==> src/rtl/vga_timing_gen.sv <==
// VGA raster timing generator: programmable pixel divider, sync polarities, row prefetch strobe.
// Optional line-compare interrupt is built when the macro VGA_LINE_MATCH_EN is defined.

module vga_timing_gen #(
  parameter int   WIDTH     = 640,
  parameter int   HEIGHT    = 480,
  parameter int   HFRONT    = 16,
  parameter int   HSYNC     = 96,
  parameter int   HBACK     = 48,
  parameter int   VFRONT    = 10,
  parameter int   VSYNC     = 2,
  parameter int   VBACK     = 33,
  parameter logic HSYNC_POL = 1'b0,
  parameter logic VSYNC_POL = 1'b0,
  parameter int   PIX_DIV   = 1,
  parameter int   LEAD      = 32,
  localparam int  HTOTAL    = WIDTH + HFRONT + HSYNC + HBACK,
  localparam int  VTOTAL    = HEIGHT + VFRONT + VSYNC + VBACK,
  localparam int  XW        = (HTOTAL > 1) ? $clog2(HTOTAL) : 1,
  localparam int  YW        = (VTOTAL > 1) ? $clog2(VTOTAL) : 1
) (
  input  logic          clk,
  input  logic          reset_n,
  input  logic          run,
`ifdef VGA_LINE_MATCH_EN
  input  logic [YW-1:0] match_line,
`endif
  output logic          pix_en,
  output logic [XW-1:0] x_pos,
  output logic [YW-1:0] y_pos,
  output logic          hsync,
  output logic          vsync,
  output logic          blank,
  output logic          next_row,
  output logic          next_frame,
  output logic          fetch_row,
  output logic          line_irq
);

  localparam int DW = (PIX_DIV > 1) ? $clog2(PIX_DIV) : 1;
  localparam logic [DW-1:0] D_LAST = DW'(PIX_DIV - 1);
  localparam logic [XW-1:0] X_LAST = XW'(HTOTAL - 1);
  localparam logic [YW-1:0] Y_LAST = YW'(VTOTAL - 1);

  localparam int H_SYNC_BEG = WIDTH + HFRONT;
  localparam int H_SYNC_END = H_SYNC_BEG + HSYNC;
  localparam int V_SYNC_BEG = HEIGHT + VFRONT;
  localparam int V_SYNC_END = V_SYNC_BEG + VSYNC;
  localparam int X_FETCH    = HTOTAL - 1 - LEAD;

  typedef enum logic {ST_IDLE, ST_RUN} state_t;

  state_t        state, state_n;
  logic [DW-1:0] div_cnt, div_n;
  logic [XW-1:0] x_n;
  logic [YW-1:0] y_n;
  logic [31:0]   x_ext, y_ext;
  logic          pix_en_n, hsync_n, vsync_n, blank_n;
  logic          next_row_n, next_frame_n, fetch_row_n;

  // The first cycle after run rises only arms the generator, so the
  // divider starts counting one clk later and pix_en lands PIX_DIV clks out.
  always_ff @(posedge clk or negedge reset_n) begin
    if (!reset_n) state <= ST_IDLE;
    else          state <= state_n;
  end

  always_comb begin
    state_n = run ? ST_RUN : ST_IDLE;
    div_n   = '0;
    x_n     = '0;
    y_n     = '0;
    if (run && state == ST_RUN) begin
      div_n = div_cnt;
      x_n   = x_pos;
      y_n   = y_pos;
      if (div_cnt == D_LAST) begin
        div_n = '0;
        if (x_pos == X_LAST) begin
          x_n = '0;
          y_n = (y_pos == Y_LAST) ? '0 : y_pos + 1'b1;
        end else begin
          x_n = x_pos + 1'b1;
        end
      end else begin
        div_n = div_cnt + 1'b1;
      end
    end
  end

  assign x_ext = 32'(x_n);
  assign y_ext = 32'(y_n);

  // Outputs decode the next counter values so the registered versions line up with x_pos/y_pos.
  always_comb begin
    pix_en_n     = run && (div_n == D_LAST);
    hsync_n      = ~HSYNC_POL;
    vsync_n      = ~VSYNC_POL;
    blank_n      = 1'b1;
    next_row_n   = 1'b0;
    next_frame_n = 1'b0;
    fetch_row_n  = 1'b0;
    if (run) begin
      if (x_ext >= H_SYNC_BEG && x_ext < H_SYNC_END) hsync_n = HSYNC_POL;
      if (y_ext >= V_SYNC_BEG && y_ext < V_SYNC_END) vsync_n = VSYNC_POL;
      blank_n      = (x_ext >= WIDTH) || (y_ext >= HEIGHT);
      next_row_n   = pix_en_n && (x_n == X_LAST);
      next_frame_n = pix_en_n && (x_n == X_LAST) && (y_n == Y_LAST);
      fetch_row_n  = pix_en_n && (x_ext == X_FETCH) &&
                     ((y_n == Y_LAST) || (y_ext < HEIGHT - 1));
    end
  end

  always_ff @(posedge clk or negedge reset_n) begin
    if (!reset_n) begin
      div_cnt    <= '0;
      x_pos      <= '0;
      y_pos      <= '0;
      pix_en     <= 1'b0;
      hsync      <= ~HSYNC_POL;
      vsync      <= ~VSYNC_POL;
      blank      <= 1'b1;
      next_row   <= 1'b0;
      next_frame <= 1'b0;
      fetch_row  <= 1'b0;
    end else begin
      div_cnt    <= div_n;
      x_pos      <= x_n;
      y_pos      <= y_n;
      pix_en     <= pix_en_n;
      hsync      <= hsync_n;
      vsync      <= vsync_n;
      blank      <= blank_n;
      next_row   <= next_row_n;
      next_frame <= next_frame_n;
      fetch_row  <= fetch_row_n;
    end
  end

`ifdef VGA_LINE_MATCH_EN
  logic line_irq_n;

  // Out-of-range compare values can never equal y, so they simply never fire.
  always_comb begin
    line_irq_n = run && pix_en_n && (x_n == '0) && (y_n == match_line) &&
                 (32'(match_line) < VTOTAL);
  end

  always_ff @(posedge clk or negedge reset_n) begin
    if (!reset_n) line_irq <= 1'b0;
    else          line_irq <= line_irq_n;
  end
`else
  assign line_irq = 1'b0;
`endif

endmodule
==> config.mk <==
export PLATFORM = sky130hd
export DESIGN_NAME = vga_timing_gen
export DESIGN_NICKNAME = d
export VERILOG_FILES = /design/src/rtl/vga_timing_gen.sv
export SDC_FILE = /design/constraint.sdc
export NUM_CORES = 1
export LEC_CHECK = 0
export BUFFER_PORTS_ARGS = -buffer_cell sky130_fd_sc_hd__clkbuf_2
export CAP_MARGIN = 30
export CORE_MARGIN = 5
export CORE_UTILIZATION = 35
export DETAILED_ROUTE_END_ITERATION = 10
export GPL_ROUTABILITY_DRIVEN = 0
export MAX_ROUTING_LAYER = met4
export PLACE_DENSITY_LB_ADDON = 0.2
export SLEW_MARGIN = 10
export SYNTH_ARGS = -nofsm -noshare
export SYNTH_HDL_FRONTEND = slang
export SYNTH_SLANG_ARGS = --single-unit
export TNS_END_PERCENT = 50
==> constraint.sdc <==
create_clock -name clk -period 2.6 [get_ports clk]
set_clock_uncertainty 0.1 [all_clocks]
set_input_delay 0.26 -clock clk [delete_from_list [all_inputs] [get_ports clk]]
set_output_delay 0.26 -clock clk [all_outputs]
set_load 0.1 [all_outputs]
==> qor.csv <==
metric,value,unit
Reg power frac,57.5,%
clock share of power,33.4,%
register area share after synthesis,35.6,%
row count,26,
async set-reset flop share out of synthesis,100,%
DPL Wire Length,3.84,mm
internal power,545,uW
f_max,0.413,GHz
dpl cell area,2150,um2
via count,1722,
Initial DRC Count,112,
Pleak,0.932,nW
wire length per cell,16.8,um
hold_ws,32.6,ps
GR peak layer,met2,
die area,7030,um2
"CTS clk-pin slew, worst paths",100,ps
largest area contributor in the netlist,dfrtp_1,
share of the synthesized area in the top cell type,31.5,%
pre-CTS setup slack,6.89,ps
Total Power,742,uW
CTS tree,done,
layout cells sized above 1,36.3,%
initial antenna violation count,0,
final-stage net count,247,
final setup vio count,0,
Die Y,83.8,um
Cell Pwr Density,323,nW/um2
number of global-route vias before repair,1642,
Pins Over Slew Limit,0,
"commonest non-fill, non-tap cell in the layout",clkbuf_2,
Root Buffer,clkbuf_8,
CP Max Fanout,7,
Inserted Diodes,0,
most frequent cells in the layout,"clkbuf_2, buf_4, nor2_1",
pin count of the biggest net entering global routing,28,
status,"complete, no violations",
fill count,542,
Clock Latency Late Sink,280,ps
CTS max path bufs,2,
core area,5200,um2
ys flop type,dfrtp_1,
Startpoint Class,flip-flop,
switching share of power,26.5,%
port bufs,29,
required time worst endpoint,2700,ps
final worst-path setup slack,178,ps
total wire length after detailed routing,5.21,mm
critical path class,reg2reg,
die width,83.8,um
Post-Syn Area,1910,um2
Rel. slew slack,54.6,%
Post-DRT Antenna Nets,0,
Top Ports,31,
crit path DAT,2520,ps
FF+latch area,692,um2
GR Layer Usage met1,22.5,%
initial core utilization,36.7,%
crit share post-route,93.2,%
Max Cap Violations,0,
Crit. End Element,flip-flop,
Synth area leaders,"dfrtp_1, dfstp_2, nor2_1",
combinational fraction of design power,9.0,%
Sw Pwr,197,uW
grt met3 use,2.47,%
worst min-delay path class,in2reg,
area of the multi-input gates,1130,um2
M2 GR Usage,22.5,%
GRT Resource Usage Total,15.5,%
Yosys reg bits,27,
cell area after layout,2300,um2
CTS H-tree depth,1,
Synth cell types,64,
Fin. Hold Viols,0,
worst-margin pin slew,682,ps
first-pass GRT wire length,8.65,mm
Post-synth EDFFs,0,
Synth Area per Inst,9.49,um2
vias per std cell,5.55,
Gate Count Post-Synth,201,
yosys synthesis warning count,0,
Detailed Routing Iterations Pass 1,4,
clock sinks,27,
min Tclk post-route,2420,ps
area grow syn2layout,20.5,%
DRC violations left,0,
Post-Syn Nets,207,
GR Overflow Total,0,
CTS buffer count,3,
Max VDD drop,0.000162,V
## Yosys cell counts, drive strengths merged (4+ instances only)
| cell type | instances |
|---|---|
| a21oi | 5 |
| and2 | 4 |
| and4 | 6 |
| buf | 10 |
| clkbuf | 5 |
| dfrtp | 24 |
| inv | 11 |
| nand2 | 6 |
| nand3 | 11 |
| nand4 | 8 |
| nor2 | 19 |
| nor3 | 5 |
| nor4 | 10 |
| o211ai | 4 |
| o21ai | 6 |
| xnor2 | 7 |
| xor2 | 6 |
## kinds of logic (layout without fill, tap and decap cells)
| kind of cell | count (synthesis) | after routing | synth area share, % |
|---|---|---|---|
| and+or+nand+nor | 89 | 89 | 30.9 |
| other | 1 | 1 | 0.197 |
| AOI/OAI and AO/OA | 40 | 40 | 16.1 |
| DFF | 27 | 27 | 35.6 |
| adders and majority gates | 3 | 3 | 1.97 |
| buffers and inverters | 26 | 65 | 8.26 |
| muxes | 2 | 2 | 1.05 |
| xor gates and xnor gates | 13 | 13 | 5.97 |
## flip-flops by register name, indices dropped and copies added (netlist names)
signal / count
hsync: 1
vsync: 1
next_frame: 1
y_pos: 10
blank: 1
next_row: 1
fetch_row: 1
x_pos: 10
pix_en: 1
## final cells by class
| cell class | count | share of cell area [%] |
|---|---|---|
| Multi-Input combinational cell | 148 | 49.0 |
| Sequential cell | 27 | 30.1 |
| Timing Repair Buffer | 50 | 13.3 |
| Tap cell | 70 | 3.81 |
| Clock buffer | 3 | 1.80 |
| Inverter | 11 | 1.80 |
| Clock inverter | 1 | 0.218 |
## worst paths after layout
path	startpoint	endpoint	slack (ps)	cells past startpoint
max	y_pos[0]	fetch_row	180	8
min	run	pix_en	30	1
max reg2reg	y_pos[0]	fetch_row	180	8
min reg2reg	x_pos[0]	x_pos[0]	400	1
max in group asynchronous	reset_n	x_pos[9]	1480	2
min in group asynchronous	reset_n	x_pos[4]	450	2
## per-stage QoR
step,util (%),instances,TNS [ps]
final,44.2,310,0
after global routing,44.2,310,-72.3
after CTS,42.5,305,0
after detailed placement,41.3,300,0
after global placement,41.3,300,0
after floorplan,-,201,0
## power groups by stage
stage / clock (mW) / combinational, mW / sequential [mW]
final: 0.248 / 0.0671 / 0.427
after global routing: 0.276 / 0.0722 / 0.427
after CTS: 0.257 / 0.0670 / 0.427
after detailed placement: 0 / 0.0653 / 0.435
after global placement: 0 / 0.0654 / 0.435
after floorplan: 0 / 0.0214 / 0.457
## critical path: stages, from the launching register on
cell and delay (ps):
dfrtp_2 470, inv_2 100, ha_4 140, or4b_4 510, nor3_4 340, a211oi_1 150, o221ai_1 190, o211ai_1 170
a21boi_1 170
## layer usage
layer	vias to the layer above	routed length (um)	part of all wire, %
met5	-	0	0
met1	808	2520	48
met4	0	63	1.2
li1	838	-	-
met2	68	2270	44
met3	8	354	6.8
## repair_timing
| item | in CTS | in global routing |
|---|---|---|
| endpoints found under the hold margin | 24 | 0 |
| hold buffers | 1 | 0 |
| gates cloned | 0 | 0 |
| setup endpoints to repair | 1 | 2 |
| resized for setup | 1 | 10 |
| buffers inserted | 0 | 5 |
| pin swaps | 0 | 4 |
Note: power is estimated with default switching activity, not from simulation.
